**config.mk**
```make
export PLATFORM = sky130hd
export DESIGN_NAME = alu_reg_unit
export DESIGN_NICKNAME = d
export VERILOG_FILES = /design/src/rtl/alu_reg_pkg.sv /design/src/rtl/alu_core.sv /design/src/rtl/shift_reg4.sv /design/src/rtl/alu_reg_unit.sv
export SDC_FILE = /design/constraint.sdc
export NUM_CORES = 1
export LEC_CHECK = 0
export ABC_AREA = 1
export CAP_MARGIN = 30
export CORE_AREA = 2 2 66 68
export DETAILED_ROUTE_END_ITERATION = 8
export DIE_AREA = 0 0 68 70
export PLACE_DENSITY = 0.6
export SETUP_SLACK_MARGIN = 0.3
export SKIP_CTS_REPAIR_TIMING = 1
export SYNTH_ARGS = -nofsm -noshare
export SYNTH_HDL_FRONTEND = slang
export SYNTH_SLANG_ARGS = --single-unit
```
**constraint.sdc**
```tcl
create_clock -name clk -period 8.8 [get_ports clk]
set_clock_uncertainty 0.05 [all_clocks]
set_input_delay 1.76 -clock clk [delete_from_list [all_inputs] [get_ports clk]]
set_output_delay 1.76 -clock clk [all_outputs]
set_load 0.02 [all_outputs]
```
**src/rtl/alu_reg_pkg.sv**
```systemverilog
// Shared constants for the 4-bit ALU / register slice: datapath width and ALU opcodes.
package alu_reg_pkg;

    localparam int W = 4;

    localparam logic [2:0] OP_ADD = 3'b000;
    localparam logic [2:0] OP_SUB = 3'b001;
    localparam logic [2:0] OP_MUL = 3'b010;
    localparam logic [2:0] OP_DIV = 3'b011;
    localparam logic [2:0] OP_NOT = 3'b100;
    localparam logic [2:0] OP_XOR = 3'b101;
    localparam logic [2:0] OP_OR  = 3'b110;
    localparam logic [2:0] OP_AND = 3'b111;

endpackage : alu_reg_pkg

```
**src/rtl/alu_core.sv**
```systemverilog
// Purely combinational 8-operation ALU. Every result is unsigned and truncated to W bits.
module alu_core
    import alu_reg_pkg::*;
(
    input  logic [2:0]   oc_i,
    input  logic [W-1:0] a_i,
    input  logic [W-1:0] b_i,
    output logic [W-1:0] f_o
);

    // Select the result for the current opcode; a zero divisor yields zero, never X.
    always_comb begin
        // NOTE: f_o gets a default before the case so no path can leave it unassigned and infer a latch.
        f_o = '0;
        unique case (oc_i)
            OP_ADD: f_o = a_i + b_i;
            OP_SUB: f_o = a_i - b_i;
            OP_MUL: f_o = a_i * b_i;
            OP_DIV: f_o = (b_i == '0) ? '0 : (a_i / b_i);
            OP_NOT: f_o = ~a_i;
            OP_XOR: f_o = a_i ^ b_i;
            OP_OR:  f_o = a_i | b_i;
            OP_AND: f_o = a_i & b_i;
            default: f_o = '0;
        endcase
    end

endmodule : alu_core

```
**src/rtl/shift_reg4.sv**
```systemverilog
// 4-bit multi-function register: clear, load, increment, decrement, shift right/left with
// serial fill. One action per edge, priority cl > ld > inc > dec > sr > sl > hold.
module shift_reg4
    import alu_reg_pkg::*;
(
    input  logic         clk,
    input  logic         rst,
    input  logic         cl_i,
    input  logic         ld_i,
    input  logic [W-1:0] in_i,
    input  logic         inc_i,
    input  logic         dec_i,
    input  logic         sr_i,
    input  logic         ir_i,
    input  logic         sl_i,
    input  logic         il_i,
    output logic [W-1:0] out_o
);

    logic [W-1:0] out_q;
    logic [W-1:0] out_d;

    // Pick exactly one action by fixed priority; lower-priority controls are ignored.
    always_comb begin
        out_d = out_q;
        if (cl_i) begin
            out_d = '0;
        end else if (ld_i) begin
            out_d = in_i;
        end else if (inc_i) begin
            out_d = out_q + 1'b1;
        end else if (dec_i) begin
            out_d = out_q - 1'b1;
        end else if (sr_i) begin
            out_d = {ir_i, out_q[W-1:1]};
        end else if (sl_i) begin
            out_d = {out_q[W-2:0], il_i};
        end
    end

    // State register; reset clears it immediately, independent of the clock.
    always_ff @(posedge clk or posedge rst) begin
        // NOTE: state is updated with non-blocking assignments so every register samples pre-edge values.
        if (rst) begin
            out_q <= '0;
        end else begin
            out_q <= out_d;
        end
    end

    assign out_o = out_q;

endmodule : shift_reg4

```
**src/rtl/alu_reg_unit.sv**
```systemverilog
// Datapath slice: independent combinational ALU and 4-bit multi-function register.
module alu_reg_unit
    import alu_reg_pkg::*;
(
    input  logic         clk,
    input  logic         rst,
    input  logic [2:0]   oc,
    input  logic [W-1:0] a,
    input  logic [W-1:0] b,
    output logic [W-1:0] f,
    input  logic         cl,
    input  logic         ld,
    input  logic [W-1:0] in,
    input  logic         inc,
    input  logic         dec,
    input  logic         sr,
    input  logic         ir,
    input  logic         sl,
    input  logic         il,
    output logic [W-1:0] out
);

    alu_core u_alu (
        .oc_i (oc),
        .a_i  (a),
        .b_i  (b),
        .f_o  (f)
    );

    shift_reg4 u_reg (
        .clk   (clk),
        .rst   (rst),
        .cl_i  (cl),
        .ld_i  (ld),
        .in_i  (in),
        .inc_i (inc),
        .dec_i (dec),
        .sr_i  (sr),
        .ir_i  (ir),
        .sl_i  (sl),
        .il_i  (il),
        .out_o (out)
    );

endmodule : alu_reg_unit

```
==> flow_summary.json <==
{
  "setup_ws_ns": 0.7744,
  "avgSynthCellArea_um2": 6.272,
  "synth.distinct_cells": 32,
  "totalWireLength_um": 3775,
  "fin_util": 0.4656,
  "cts.sinks": 4,
  "rsz0062_at_grt": "no",
  "clock_tree.root_cell": "clkbuf_8",
  "period_share": 0.9120,
  "setup_viol": 0,
  "powerDensity_nw_per_um2": 87.79,
  "antenna_found_initial": 0,
  "maxCapViolations": 0,
  "grtUsageMet2": 0.2751,
  "power_frac_seq": 0.134,
  "end_kind": "output port",
  "busiest_layer": "met2",
  "whs_path_depth": 2,
  "vdd_drop_max_v": 0.00003414,
  "layout_min_cycle_time_ns": 8.026,
  "grt_use_met3": 0.02254,
  "grt_max_degree": 10,
  "clkTransAtPathRegs_ns": 0.03,
  "p_clk_frac": 0.231,
  "portBuffers": 32,
  "drive_gt1_frac": 0.06593,
  "synthArstFlopShare": 1.000,
  "cp.required_ns": 6.99,
  "cts_made_buffers": 3,
  "placement.cell_area_um2": 1878,
  "syn_area_um2": 1505,
  "synth_top_area_share": 0.2577,
  "rr_startpoint": "u_reg.out_o[0]$_DFFE_PP0P_",
  "rows": 24,
  "syn_inst": 240,
  "drtAntennaViolNets": 0,
  "cp_max_fo": 7,
  "timing.fmax_ghz": 0.1246,
  "io_pins": 33,
  "dieArea_um2": 4760,
  "synth_area_leaders": "ha_1, nand2_1, inv_1",
  "switching_power_uw": 72.22,
  "p_int_uw": 97.16,
  "gr-usage-all-layers": 0.1675,
  "worstSetupPathType": "in2out",
  "core_region_area_um2": 4144,
  "antennaDiodeCount": 0,
  "synth_flop_cell": "dfrtp_1",
  "design_area_um2": 1929,
  "hold_slack_ns": 0.6648,
  "dp_worst_setup_slack_ns": 0.5816,
  "synth_top_area_cell": "ha_1",
  "dr.pass1.iters": 4,
  "cts_tree": "yes",
  "largest_reg_flops": 4,
  "clock_latency_ns": 0.22,
  "fillers": 422,
  "arrival_ns": 6.22,
  "hold_end": "u_reg.out_o[2]$_DFFE_PP0P_",
  "use_met1": 0.2308,
  "seq_area_frac_synth": 0.06650,
  "hold_class": "reg2reg",
  "dr_total_vias": 1568,
  "rr_worst_depth": 7,
  "fp.dieH_um": 70,
  "htree_levels": 1,
  "route.detailed.drc": 0,
  "ys_seq_elements": 4,
  "synthToLayoutAreaGrowth_pct": 28.18,
  "via_per_inst": 4.825,
  "ff2ff_setup_slack_ns": 7.25,
  "fin_nets": 332,
  "setup_tns_ns": 0,
  "cp-start-kind": "input pin",
  "pwr-share-comb": 0.635,
  "ys_warn_count": 0,
  "wl_per_cell_um": 11.62,
  "grt_pass1_wl_um": 6327,
  "clockBufferDepth": 2,
  "hold_violations": 0,
  "gr-total-overflow": 0,
  "worstReg2RegEnd": "u_reg.out_o[1]$_DFFE_PP0P_",
  "hpwl_um": 3126,
  "synth-edff-count": 0,
  "maxSlewViolCount": 0,
  "maxSlewHeadroom": 0.6930,
  "worstMarginPinSlew_ns": 0.4590,
  "outcome": "finished clean",
  "gp_congestion": 0.9143,
  "initial_core_util": 0.3632,
  "grt_pass1_vias": 1443,
  "die_w_um": 68,
  "p_leak_uw": 0.001001,
  "swShare": 0.4264,
  "syn_nets": 297,
  "drt_iter0_drc": 51,
  "worstHoldStart": "u_reg.out_o[2]$_DFFE_PP0P_"
}
## worst max-delay path: stages
cell and delay [ns]:
clkdlybuf4s50_1 0.58, ha_1 0.41, inv_1 0.04, nand2_1 0.05, nand3_1 0.13, nand2_1 0.11, o21ai_2 0.08, ha_1 0.32
a21oi_1 0.23, a21boi_4 0.11, nand2_1 0.08, o21ai_2 0.06, ha_1 0.31, a21oi_1 0.15, nand2_1 0.08, or2_2 0.27
nand3_1 0.08, o21ai_1 0.06, ha_1 0.29, nand2_1 0.07, o21ai_0 0.17, o21ai_1 0.08, nand3_1 0.08, clkdlybuf4s50_1 0.60
## synth_stat cells, types with 2 or more instances
| cell type | instances |
|---|---|
| o21ai_2 | 3 |
| xnor2_1 | 4 |
| nor2_1 | 20 |
| nor3_2 | 3 |
| inv_2 | 2 |
| ha_1 | 31 |
| o22ai_1 | 2 |
| or2_2 | 2 |
| o21ai_1 | 3 |
| xor2_1 | 7 |
| o21ai_0 | 15 |
| dfrtp_1 | 4 |
| nand2_1 | 57 |
| nand3_1 | 18 |
| inv_1 | 41 |
| nand4_1 | 2 |
| a21oi_1 | 10 |
| o221ai_1 | 2 |
## per-stage QoR
stage | total power, uW | std cells
global placement | 129.6 | 322
detailed placement | 129.5 | 322
CTS | 170.3 | 325
floorplan | 91.32 | 240
global route | 186.1 | 325
finish | 169.4 | 325
## layout by cell type, fill, tap and decap left out, types with 2 or more instances in the layout
| cell type | netlist | layout |
|---|---|---|
| ha_1 | 31 | 31 |
| o21ai_0 | 15 | 15 |
| inv_2 | 2 | 2 |
| o21ai_1 | 3 | 3 |
| a21oi_1 | 10 | 10 |
| nor2_1 | 20 | 20 |
| nand2_1 | 57 | 57 |
| clkdlybuf4s50_1 | 0 | 31 |
| or2_2 | 2 | 2 |
| inv_1 | 41 | 41 |
| o221ai_1 | 2 | 2 |
| nor3_2 | 3 | 3 |
| xnor2_1 | 4 | 4 |
| o22ai_1 | 2 | 2 |
| o21ai_2 | 3 | 3 |
| nand3_1 | 18 | 18 |
| nand4_1 | 2 | 2 |
| clkbuf_8 | 0 | 3 |
| xor2_1 | 7 | 7 |
| dfrtp_1 | 4 | 4 |
## layer usage
layer | share of wire | vias up | routed length (um)
met5 | 0 | - | 0
met4 | 0.0082 | 0 | 31
met3 | 0.047 | 5 | 179
met2 | 0.47 | 40 | 1756
met1 | 0.48 | 676 | 1806
li1 | - | 847 | -
## power groups by stage
stage / Combinational (uW) / Clock, uW / Sequential [uW]
2_1_floorplan: 67.0 / 0 / 24.3
3_5_place_dp: 107 / 0 / 22.9
4_1_cts: 107 / 40.4 / 22.7
5_1_grt: 123 / 40.4 / 23.1
3_3_place_gp: 107 / 0 / 22.9
6_report: 108 / 39.2 / 22.6
## cells by family (layout without fill, tap and decap cells)
family | Yosys count | count (layout) | share of synthesized area
AO/OA/AOI/OAI | 42 | 42 | 0.1779
XOR/XNOR | 11 | 11 | 0.06401
adder cells (fa/ha/maj) | 32 | 32 | 0.2710
buffers and inverters | 46 | 79 | 0.1180
flip-flops | 4 | 4 | 0.06650
AND/OR/NAND/NOR | 105 | 105 | 0.3026
## how the worst max path moves through the flow
stage                     startpoint  endpoint  slack (ns)  cells after the start
after floorplan                 b[0]      f[0]        2.02                     23
after global placement          b[0]      f[0]        0.74                     25
after detailed placement        b[0]      f[0]        0.58                     25
after CTS                       b[0]      f[0]        0.59                     25
after global routing            a[3]      f[0]        0.40                     25
final                           a[3]      f[0]        0.77                     24
## layout make-up
class	count	area (um^2)	area share
repair buffers	32	322.8	0.1673
well taps	52	65.06	0.03372
flip-flops and latches	4	100.1	0.05188
multi-input cells	190	1235	0.6401
clock buffers	3	41.29	0.02140
inverters	44	165.2	0.08560
(Power assumes the default switching activity.)
